File: src/rtl/vga_scope_capture.sv
// Multi-channel triggered scope capture: decimates NCH ADC streams, captures NPOINTS
// samples per channel after a level trigger, then replays them as VGA plot points.
module vga_scope_capture #(
   parameter int NCH = 2,
   parameter int ADC_W = 14,
   parameter int YW = 8,
   parameter int NPOINTS = 160,
   parameter int XW = 8,
   parameter logic [12*NCH-1:0] CH_COLORS = {12'h0F0, 12'hF00},
   parameter int AUTO_TIMEOUT = 1024
) (
   input  logic                 clk,
   input  logic                 reset,
   input  logic                 lock,
   input  logic [NCH*ADC_W-1:0] adc,
   input  logic [7:0]           decim,
   input  logic [1:0]           trig_ch,
   input  logic [YW-1:0]        trig_level,
   input  logic [1:0]           trig_mode,
   output logic [XW-1:0]        CounterX,
   output logic [YW-1:0]        CounterY,
   output logic [11:0]          color,
   output logic                 pix_valid,
   input  logic                 pix_ready,
   output logic                 triggered,
   output logic                 busy
);

   localparam int CHW = (NCH > 1) ? $clog2(NCH) : 1;
   localparam int TW  = $clog2(AUTO_TIMEOUT) + 1;

   typedef enum logic [1:0] {IDLE, ARM, CAPTURE, DISPLAY} state_t;

   state_t          state_q, state_d;
   logic [7:0]      dcnt_q, dcnt_d, decim_q, decim_d;
   logic [YW-1:0]   prev_y_q, prev_y_d;
   logic            prev_vld_q, prev_vld_d;
   logic [TW-1:0]   tcnt_q, tcnt_d;
   logic [XW-1:0]   wptr_q, wptr_d, x_q, x_d, cx_q, cx_d;
   logic [CHW-1:0]  ch_q, ch_d;
   logic [YW-1:0]   cy_q, cy_d;
   logic [11:0]     color_q, color_d;
   logic            pix_valid_q, pix_valid_d, triggered_q, triggered_d, busy_q, busy_d;

   logic [YW-1:0]   sbuf_q [NCH][NPOINTS];
   logic [YW-1:0]   smp [NCH];
   logic [YW-1:0]   cur_y;
   logic            strobe, rise, fall, fire, load, wr_en;
   logic [XW-1:0]   wr_idx, rd_x;
   logic [CHW-1:0]  rd_ch;
   logic            unused_adc;

   assign unused_adc = ^adc;

   // Only the plotted (top YW) bits of each sample are kept.
   always_comb begin
      for (int i = 0; i < NCH; i++) smp[i] = adc[i*ADC_W + (ADC_W-YW) +: YW];
   end

   always_comb begin
      state_d     = state_q;
      dcnt_d      = dcnt_q;
      decim_d     = decim_q;
      prev_y_d    = prev_y_q;
      prev_vld_d  = prev_vld_q;
      tcnt_d      = tcnt_q;
      wptr_d      = wptr_q;
      x_d         = x_q;
      ch_d        = ch_q;
      cx_d        = cx_q;
      cy_d        = cy_q;
      color_d     = color_q;
      pix_valid_d = pix_valid_q;
      triggered_d = triggered_q;
      busy_d      = busy_q;
      wr_en       = 1'b0;
      wr_idx      = wptr_q;
      load        = 1'b0;
      rd_x        = x_q;
      rd_ch       = ch_q;
      fire        = 1'b0;

      cur_y = smp[0];
      for (int i = 0; i < NCH; i++) if (32'(trig_ch) == i) cur_y = smp[i];
      rise = prev_vld_q && (prev_y_q < trig_level) && (cur_y >= trig_level);
      fall = prev_vld_q && (prev_y_q > trig_level) && (cur_y <= trig_level);

      // decim is latched at the wrap so a change never strands the counter above it
      strobe = (dcnt_q == decim_q);
      if (strobe) begin
         dcnt_d  = 8'd0;
         decim_d = decim;
      end else begin
         dcnt_d = dcnt_q + 8'd1;
      end

      case (state_q)
         IDLE: begin
            state_d    = ARM;
            prev_vld_d = 1'b0;
            tcnt_d     = '0;
         end
         ARM: if (strobe) begin
            prev_y_d   = cur_y;
            prev_vld_d = 1'b1;
            if (tcnt_q != TW'(AUTO_TIMEOUT-1)) tcnt_d = tcnt_q + 1'b1;
            case (trig_mode)
               2'd0:    fire = rise;
               2'd1:    fire = fall;
               2'd2:    fire = rise || (tcnt_q == TW'(AUTO_TIMEOUT-1));
               default: fire = 1'b1;
            endcase
            if (fire) begin
               state_d     = CAPTURE;
               triggered_d = 1'b1;
               busy_d      = 1'b1;
               wr_en       = 1'b1;
               wr_idx      = '0;
               wptr_d      = XW'(1);
            end
         end
         CAPTURE: if (strobe) begin
            wr_en  = 1'b1;
            wptr_d = wptr_q + 1'b1;
            if (wptr_q == XW'(NPOINTS-1)) begin
               state_d = DISPLAY;
               wptr_d  = '0;
               x_d     = '0;
               ch_d    = '0;
            end
         end
         DISPLAY: begin
            if (!pix_valid_q) begin
               load = 1'b1;
            end else if (pix_ready) begin
               if (x_q == XW'(NPOINTS-1) && ch_q == CHW'(NCH-1)) begin
                  state_d     = ARM;
                  pix_valid_d = 1'b0;
                  triggered_d = 1'b0;
                  busy_d      = 1'b0;
                  prev_vld_d  = 1'b0;
                  tcnt_d      = '0;
               end else begin
                  load = 1'b1;
                  if (ch_q == CHW'(NCH-1)) begin
                     rd_ch = '0;
                     rd_x  = x_q + 1'b1;
                  end else begin
                     rd_ch = ch_q + 1'b1;
                  end
               end
            end
         end
         default: state_d = IDLE;
      endcase

      if (load) begin
         x_d         = rd_x;
         ch_d        = rd_ch;
         cx_d        = rd_x;
         cy_d        = sbuf_q[rd_ch][rd_x];
         color_d     = CH_COLORS[12*rd_ch +: 12];
         pix_valid_d = 1'b1;
      end

      if (!lock) begin
         state_d     = IDLE;
         dcnt_d      = '0;
         decim_d     = '0;
         prev_y_d    = '0;
         prev_vld_d  = 1'b0;
         tcnt_d      = '0;
         wptr_d      = '0;
         x_d         = '0;
         ch_d        = '0;
         cx_d        = '0;
         cy_d        = '0;
         color_d     = '0;
         pix_valid_d = 1'b0;
         triggered_d = 1'b0;
         busy_d      = 1'b0;
         wr_en       = 1'b0;
      end
   end

   always_ff @(posedge clk or posedge reset) begin
      if (reset) begin
         state_q     <= IDLE;
         dcnt_q      <= '0;
         decim_q     <= '0;
         prev_y_q    <= '0;
         prev_vld_q  <= 1'b0;
         tcnt_q      <= '0;
         wptr_q      <= '0;
         x_q         <= '0;
         ch_q        <= '0;
         cx_q        <= '0;
         cy_q        <= '0;
         color_q     <= '0;
         pix_valid_q <= 1'b0;
         triggered_q <= 1'b0;
         busy_q      <= 1'b0;
      end else begin
         state_q     <= state_d;
         dcnt_q      <= dcnt_d;
         decim_q     <= decim_d;
         prev_y_q    <= prev_y_d;
         prev_vld_q  <= prev_vld_d;
         tcnt_q      <= tcnt_d;
         wptr_q      <= wptr_d;
         x_q         <= x_d;
         ch_q        <= ch_d;
         cx_q        <= cx_d;
         cy_q        <= cy_d;
         color_q     <= color_d;
         pix_valid_q <= pix_valid_d;
         triggered_q <= triggered_d;
         busy_q      <= busy_d;
      end
   end

   // Sample buffer holds data only, so it carries no reset.
   always_ff @(posedge clk) begin
      if (wr_en) begin
         for (int i = 0; i < NCH; i++) sbuf_q[i][wr_idx] <= smp[i];
      end
   end

   assign CounterX  = cx_q;
   assign CounterY  = cy_q;
   assign color     = color_q;
   assign pix_valid = pix_valid_q;
   assign triggered = triggered_q;
   assign busy      = busy_q;

endmodule

File: config.mk
export PLATFORM = sky130hd
export DESIGN_NAME = vga_scope_capture
export DESIGN_NICKNAME = d
export VERILOG_FILES = /design/src/rtl/vga_scope_capture.sv
export SDC_FILE = /design/constraint.sdc
export NUM_CORES = 2
export LEC_CHECK = 0
export ABC_CLOCK_PERIOD_IN_PS = 6800
export BUFFER_PORTS_ARGS = -buffer_cell sky130_fd_sc_hd__buf_2
export CELL_PAD_IN_SITES_DETAIL_PLACEMENT = 1
export CELL_PAD_IN_SITES_GLOBAL_PLACEMENT = 1
export CORE_ASPECT_RATIO = 1.75
export CORE_MARGIN = 2
export CORE_UTILIZATION = 54
export DETAILED_ROUTE_END_ITERATION = 16
export GPL_ROUTABILITY_DRIVEN = 0
export PLACE_DENSITY = 0.85
export SLEW_MARGIN = 15
export SYNTH_ARGS = -nofsm -noshare
export SYNTH_HDL_FRONTEND = slang
export SYNTH_SLANG_ARGS = --single-unit
File: constraint.sdc
create_clock -name clk -period 6.8 [get_ports clk]
set_clock_uncertainty 0.1 [all_clocks]
set_input_delay 1.36 -clock clk [delete_from_list [all_inputs] [get_ports clk]]
set_output_delay 1.36 -clock clk [all_outputs]
set_load 0.03 [all_outputs]
==> results of run 1 <==
[metal layers]
layer,overflow,global-route usage
met2,121,0.880
met3,38,0.690
met1,46,0.729
met5,8,0.472
met4,129,0.738
[stage by stage]
| stage | std cells | cell area, um^2 | hold WS [ns] | utilization |
|---|---|---|---|---|
| floorplan | 7090 | 108000 | 0.395 | - |
| global placement | 9810 | 114000 | 0.408 | 0.574 |
| detailed placement | 9810 | 114000 | 0.409 | 0.574 |
| CTS | 10200 | 122000 | 0.356 | 0.610 |
[cell families after synthesis]
| kind of cell | count (synthesis) | share of synthesized area |
|---|---|---|
| other cells | 1 | 0.0000347 |
| mux | 567 | 0.0701 |
| buf+inv | 539 | 0.0251 |
| simple gates | 1916 | 0.0791 |
| fa+ha+maj | 24 | 0.00278 |
| xor+xnor | 31 | 0.00276 |
| flops | 2635 | 0.729 |
| compound gates | 1374 | 0.0915 |
==> flow_metrics.py, run 1 <==
metrics = {
    "synthesis": {
        "yosys.area.top_type": "edfxtp_1",
        "synth_warnings": 0,
        "synth_area_um2": 108000,
        "syn_inst": 7087,
        "synth.area.top_cells": "edfxtp_1 71%, nand2_1 3.4%, mux2i_1 3.4%, mux4_2 3.1%, dfrtp_1 1.7%",
        "syn_area_per_cell_um2": 15.3,
        "synthArstFlopShare": 0.0285,
        "synthTopCellsByCount": "2560 x edfxtp_1, 980 x nand2_1, 367 x mux2i_1",
        "synth_flop_cell": "edfxtp_1",
        "ys_seq_elements": 2635,
        "netlist-cell-type-count": 102,
        "synth_seq_area_share": 0.729,
        "synth_top_area_frac": 0.711,
        "synth_most_common_cell": "edfxtp_1",
        "synth_edf_count": 2560,
    },
    "global_routing": {
        "grt_start_max_net_pins": 159,
        "antenna_found_initial": 117,
        "overflow": 342,
        "track_usage": 0.759,
    },
    "placed_design": {
        "port_buffers": 66,
        "place_ws_ns": 0.349,
        "dp.final_hpwl_um": 268000,
    },
    "status": {
        "stop_stage": "global routing",
        "status": "aborted with a tool error",
        "stop_error": "[ERROR GRT-0232] Routing congestion too high. Check the congestion heatmap in the GUI.",
    },
    "floorplan": {
        "std_cell_rows": 217,
        "die_h_um": 596,
        "fp.dieW_um": 342,
        "initial_utilization": 0.542,
        "boundaryPins": 83,
    },
    "clocking": {
        "htree_levels": 4,
        "postCtsHoldBufs": 0,
        "clockBufferDepth": 4,
        "post_cts_buffers": 0,
        "root_buffer": "clkbuf_16",
        "cts_resized": 0,
        "cts.sinks": 2635,
        "cts_buffers": 217,
    },
    "sta": {
        "grt-worst-endpoint": "CounterY[3]$_DFFE_PP0P_/D",
        "worst_endpoint_kind": "register data pin",
    },
}
==> inputs of run 2 (changes only) <==
--- a/config.mk
+++ b/config.mk
@@ -7,14 +7,11 @@
 export LEC_CHECK = 0
 export ABC_CLOCK_PERIOD_IN_PS = 6800
 export BUFFER_PORTS_ARGS = -buffer_cell sky130_fd_sc_hd__buf_2
-export CELL_PAD_IN_SITES_DETAIL_PLACEMENT = 1
-export CELL_PAD_IN_SITES_GLOBAL_PLACEMENT = 1
-export CORE_ASPECT_RATIO = 1.75
 export CORE_MARGIN = 2
-export CORE_UTILIZATION = 54
+export CORE_UTILIZATION = 40
 export DETAILED_ROUTE_END_ITERATION = 16
 export GPL_ROUTABILITY_DRIVEN = 0
-export PLACE_DENSITY = 0.85
+export PLACE_DENSITY_LB_ADDON = 0.15
 export SLEW_MARGIN = 15
 export SYNTH_ARGS = -nofsm -noshare
 export SYNTH_HDL_FRONTEND = slang
==> flow_metrics.py, run 2 <==
metrics = {
    "worst_setup_path": {
        "path_cells": "nand3_1 -> o21ai_4 -> nand2_4 -> buf_12 -> nor2_1 -> buf_4 -> nand4_1 -> nand3_1 -> a221oi_1 -> a211oi_1 -> o41a_1 -> a21oi_1",
        "path_buf_inv": 2,
        "critical_path.max_stage_delay_ns": 0.97,
        "critPathMaxFanout": 14,
        "crit_family": "compound AO/OA/AOI/OAI gates",
        "cpMostUsedCell": "nand3_1",
        "end_kind": "flop",
        "arrival_ns": 6.75,
        "crit_slowest_cell": "a211oi_1",
        "worstSetupPathType": "flop to flop",
        "worstPathRequired_ns": 7.44,
        "start_kind": "flop",
    },
    "clocking": {
        "insertion_delay_ns": 0.88,
        "root_buffer": "clkbuf_16",
        "cts_resized": 0,
        "clk_pin_slew_ns": 0.06,
        "post_cts_buffers": 0,
        "cts.sinks": 2635,
        "cts_buffers": 290,
        "cts_tree": "built",
        "postCtsHoldBufs": 0,
        "clockBufferDepth": 4,
        "htree_levels": 5,
    },
    "cells_and_area": {
        "drive_gt1_frac": 0.174,
        "largest_reg_flops": 2560,
        "regArea_um2": 78800,
        "finalNetCount": 7554,
        "final_cell_mix": "2560 x edfxtp_1, 975 x nand2_1, 446 x buf_4, 366 x mux2i_1, 295 x clkbuf_16",
        "nFillCells": 23200,
        "multi_input_area_um2": 27200,
        "reg_top3": "sbuf_q x2560, tcnt_q x11",
        "synthToLayoutAreaGrowth_pct": 15.7,
        "largest_register": "sbuf_q",
        "final_common_cell": "edfxtp_1",
    },
    "floorplan": {
        "initial_utilization": 0.403,
        "die_h_um": 524,
        "fp.dieW_um": 524,
        "std_cell_rows": 190,
        "core_area_um2": 268000,
        "boundaryPins": 83,
        "die_area_um2": 274000,
    },
    "sta": {
        "finalHoldViolCount": 0,
        "tns_ns": 0,
        "setup_viol": 0,
        "fin_crit_sh": 0.898,
        "min_period_ns": 6.11,
        "max_freq_ghz": 0.164,
        "tightest_slew_ns": 1.22,
        "maxSlewViolCount": 0,
        "relSlewSlack": 0.173,
        "worst_slack_ns": 0.692,
        "grt_setup_unrepaired": "no",
    },
    "synthesis": {
        "synthTopCellsByCount": "2560 x edfxtp_1, 980 x nand2_1, 367 x mux2i_1",
        "synth_area_um2": 108000,
        "synth_flop_cell": "edfxtp_1",
        "netlist-cell-type-count": 102,
        "synth_warnings": 0,
        "synth_most_common_cell": "edfxtp_1",
        "synth_top_area_frac": 0.711,
        "syn_area_per_cell_um2": 15.3,
        "ys_seq_elements": 2635,
        "synth_seq_area_share": 0.729,
        "synth_edf_count": 2560,
        "synth.area.top_cells": "edfxtp_1 71%, nand2_1 3.4%, mux2i_1 3.4%, mux4_2 3.1%, dfrtp_1 1.7%",
        "synthArstFlopShare": 0.0285,
        "syn_inst": 7087,
        "yosys.area.top_type": "edfxtp_1",
    },
    "global_routing": {
        "grt_pass1_wl_um": 550000,
        "track_usage": 0.287,
        "first_global_vias": 66900,
        "grt_start_max_net_pins": 161,
        "overflow": 0,
        "antenna_found_initial": 35,
    },
    "drt": {
        "drt-total-wl_um": 401000,
        "ant_nets": 0,
        "drt_iter0_drc": 10500,
        "drc_errors": 0,
        "vias_per_cell": 6.30,
        "via_count": 71000,
        "detail_route.wl_per_cell_um": 35.6,
        "drt_pass1_iterations": 6,
    },
    "placed_design": {
        "place_ws_ns": 0.442,
        "dp.final_hpwl_um": 247000,
        "port_buffers": 66,
    },
    "worst_hold_path": {
        "hold_path_class": "primary input to asynchronous set/reset pin",
    },
    "status": {
        "status": "finished clean",
    },
    "run": {
        "max-cap-violations": 0,
    },
    "power_and_ir_drop": {
        "power_leakage_nw": 39.5,
        "power.density_nw_per_um2": 273,
        "ir_worst_vdd_uv": 215,
    },
}
==> run 2: cell counts after synthesis <==
No cell type changed its count.
==> run 2: final cells by class <==
cell class / instances / share of cell area
Tap cell: 3552 / 0.0355
Timing Repair Buffer: 613 / 0.0464
Clock buffer: 364 / 0.0613
Inverter: 22 / 0.000690
Multi-Input combinational cell: 3916 / 0.217
Antenna cell: 17 / 0.000340
Sequential cell: 2635 / 0.630
Clock inverter: 147 / 0.00869
==> run 2: worst paths after layout <==
kind	endpoint	startpoint	slack, ns	cells after the start
worst max-delay path	CounterY[6]$_DFFE_PP0P_	x_q[3]$_DFFE_PP0P_	0.69	12
worst min-delay path	prev_y_q[0]$_DFFE_PP0P_	reset	0.35	2
worst max register to register	CounterY[6]$_DFFE_PP0P_	x_q[3]$_DFFE_PP0P_	0.69	12
worst min register to register	CounterX[6]$_DFFE_PP0P_	CounterX[6]$_DFFE_PP0P_	0.42	1
max in group asynchronous	x_q[0]$_DFFE_PP0P_	reset	4.90	3
min in group clk	CounterX[6]$_DFFE_PP0P_	CounterX[6]$_DFFE_PP0P_	0.42	1
==> run 2: logic make-up after synthesis <==
family / count (synthesis) / synth area share
DFF: 2635 / 0.729
adders and majority gates: 24 / 0.00278
AOI/OAI and AO/OA: 1374 / 0.0915
and+or+nand+nor: 1916 / 0.0791
muxes: 567 / 0.0701
xor gates and xnor gates: 31 / 0.00276
other: 1 / 0.0000347
buffers and inverters: 539 / 0.0251
==> run 2: where the power goes <==
| group | total [mW] | internal [mW] | switching [mW] |
|---|---|---|---|
| registers | 17.9 | 17.9 | 0.0702 |
| clock network | 14.9 | 8.43 | 6.47 |
| logic | 1.32 | 0.325 | 0.994 |
| total | 34.2 | 26.6 | 7.53 |
==> run 2: worst register-to-register path: stages (launching register included) <==
cell and delay, ns:
dfrtp_1 0.85, nand3_1 0.59, o21ai_4 0.91, nand2_4 0.40
buf_12 0.30, nor2_1 0.43, buf_4 0.33, nand4_1 0.31
nand3_1 0.24, a221oi_1 0.11, a211oi_1 0.97, o41a_1 0.36
a21oi_1 0.06
==> run 2: per-stage QoR <==
step	hold WS (ns)	power (mW)	utilization	area, um^2	instances
after floorplan	0.395	18.8	-	108000	7090
after global placement	0.405	19.6	0.433	116000	10700
after detailed placement	0.409	19.6	0.433	116000	10700
after CTS	0.319	34.3	0.466	125000	11200
after global routing	0.374	35.0	0.466	125000	11300
final	0.345	34.2	0.466	125000	11300
==> run 2: per-layer routing <==
metal	wire length, um	global-route usage	up-vias
met5	110	0	-
met1	159000	0.393	37000
met4	22000	0.136	12
li1	-	-	29000
met3	40300	0.0577	832
met2	180000	0.441	4095
No activity file was read; power rests on OpenSTA's default activity.
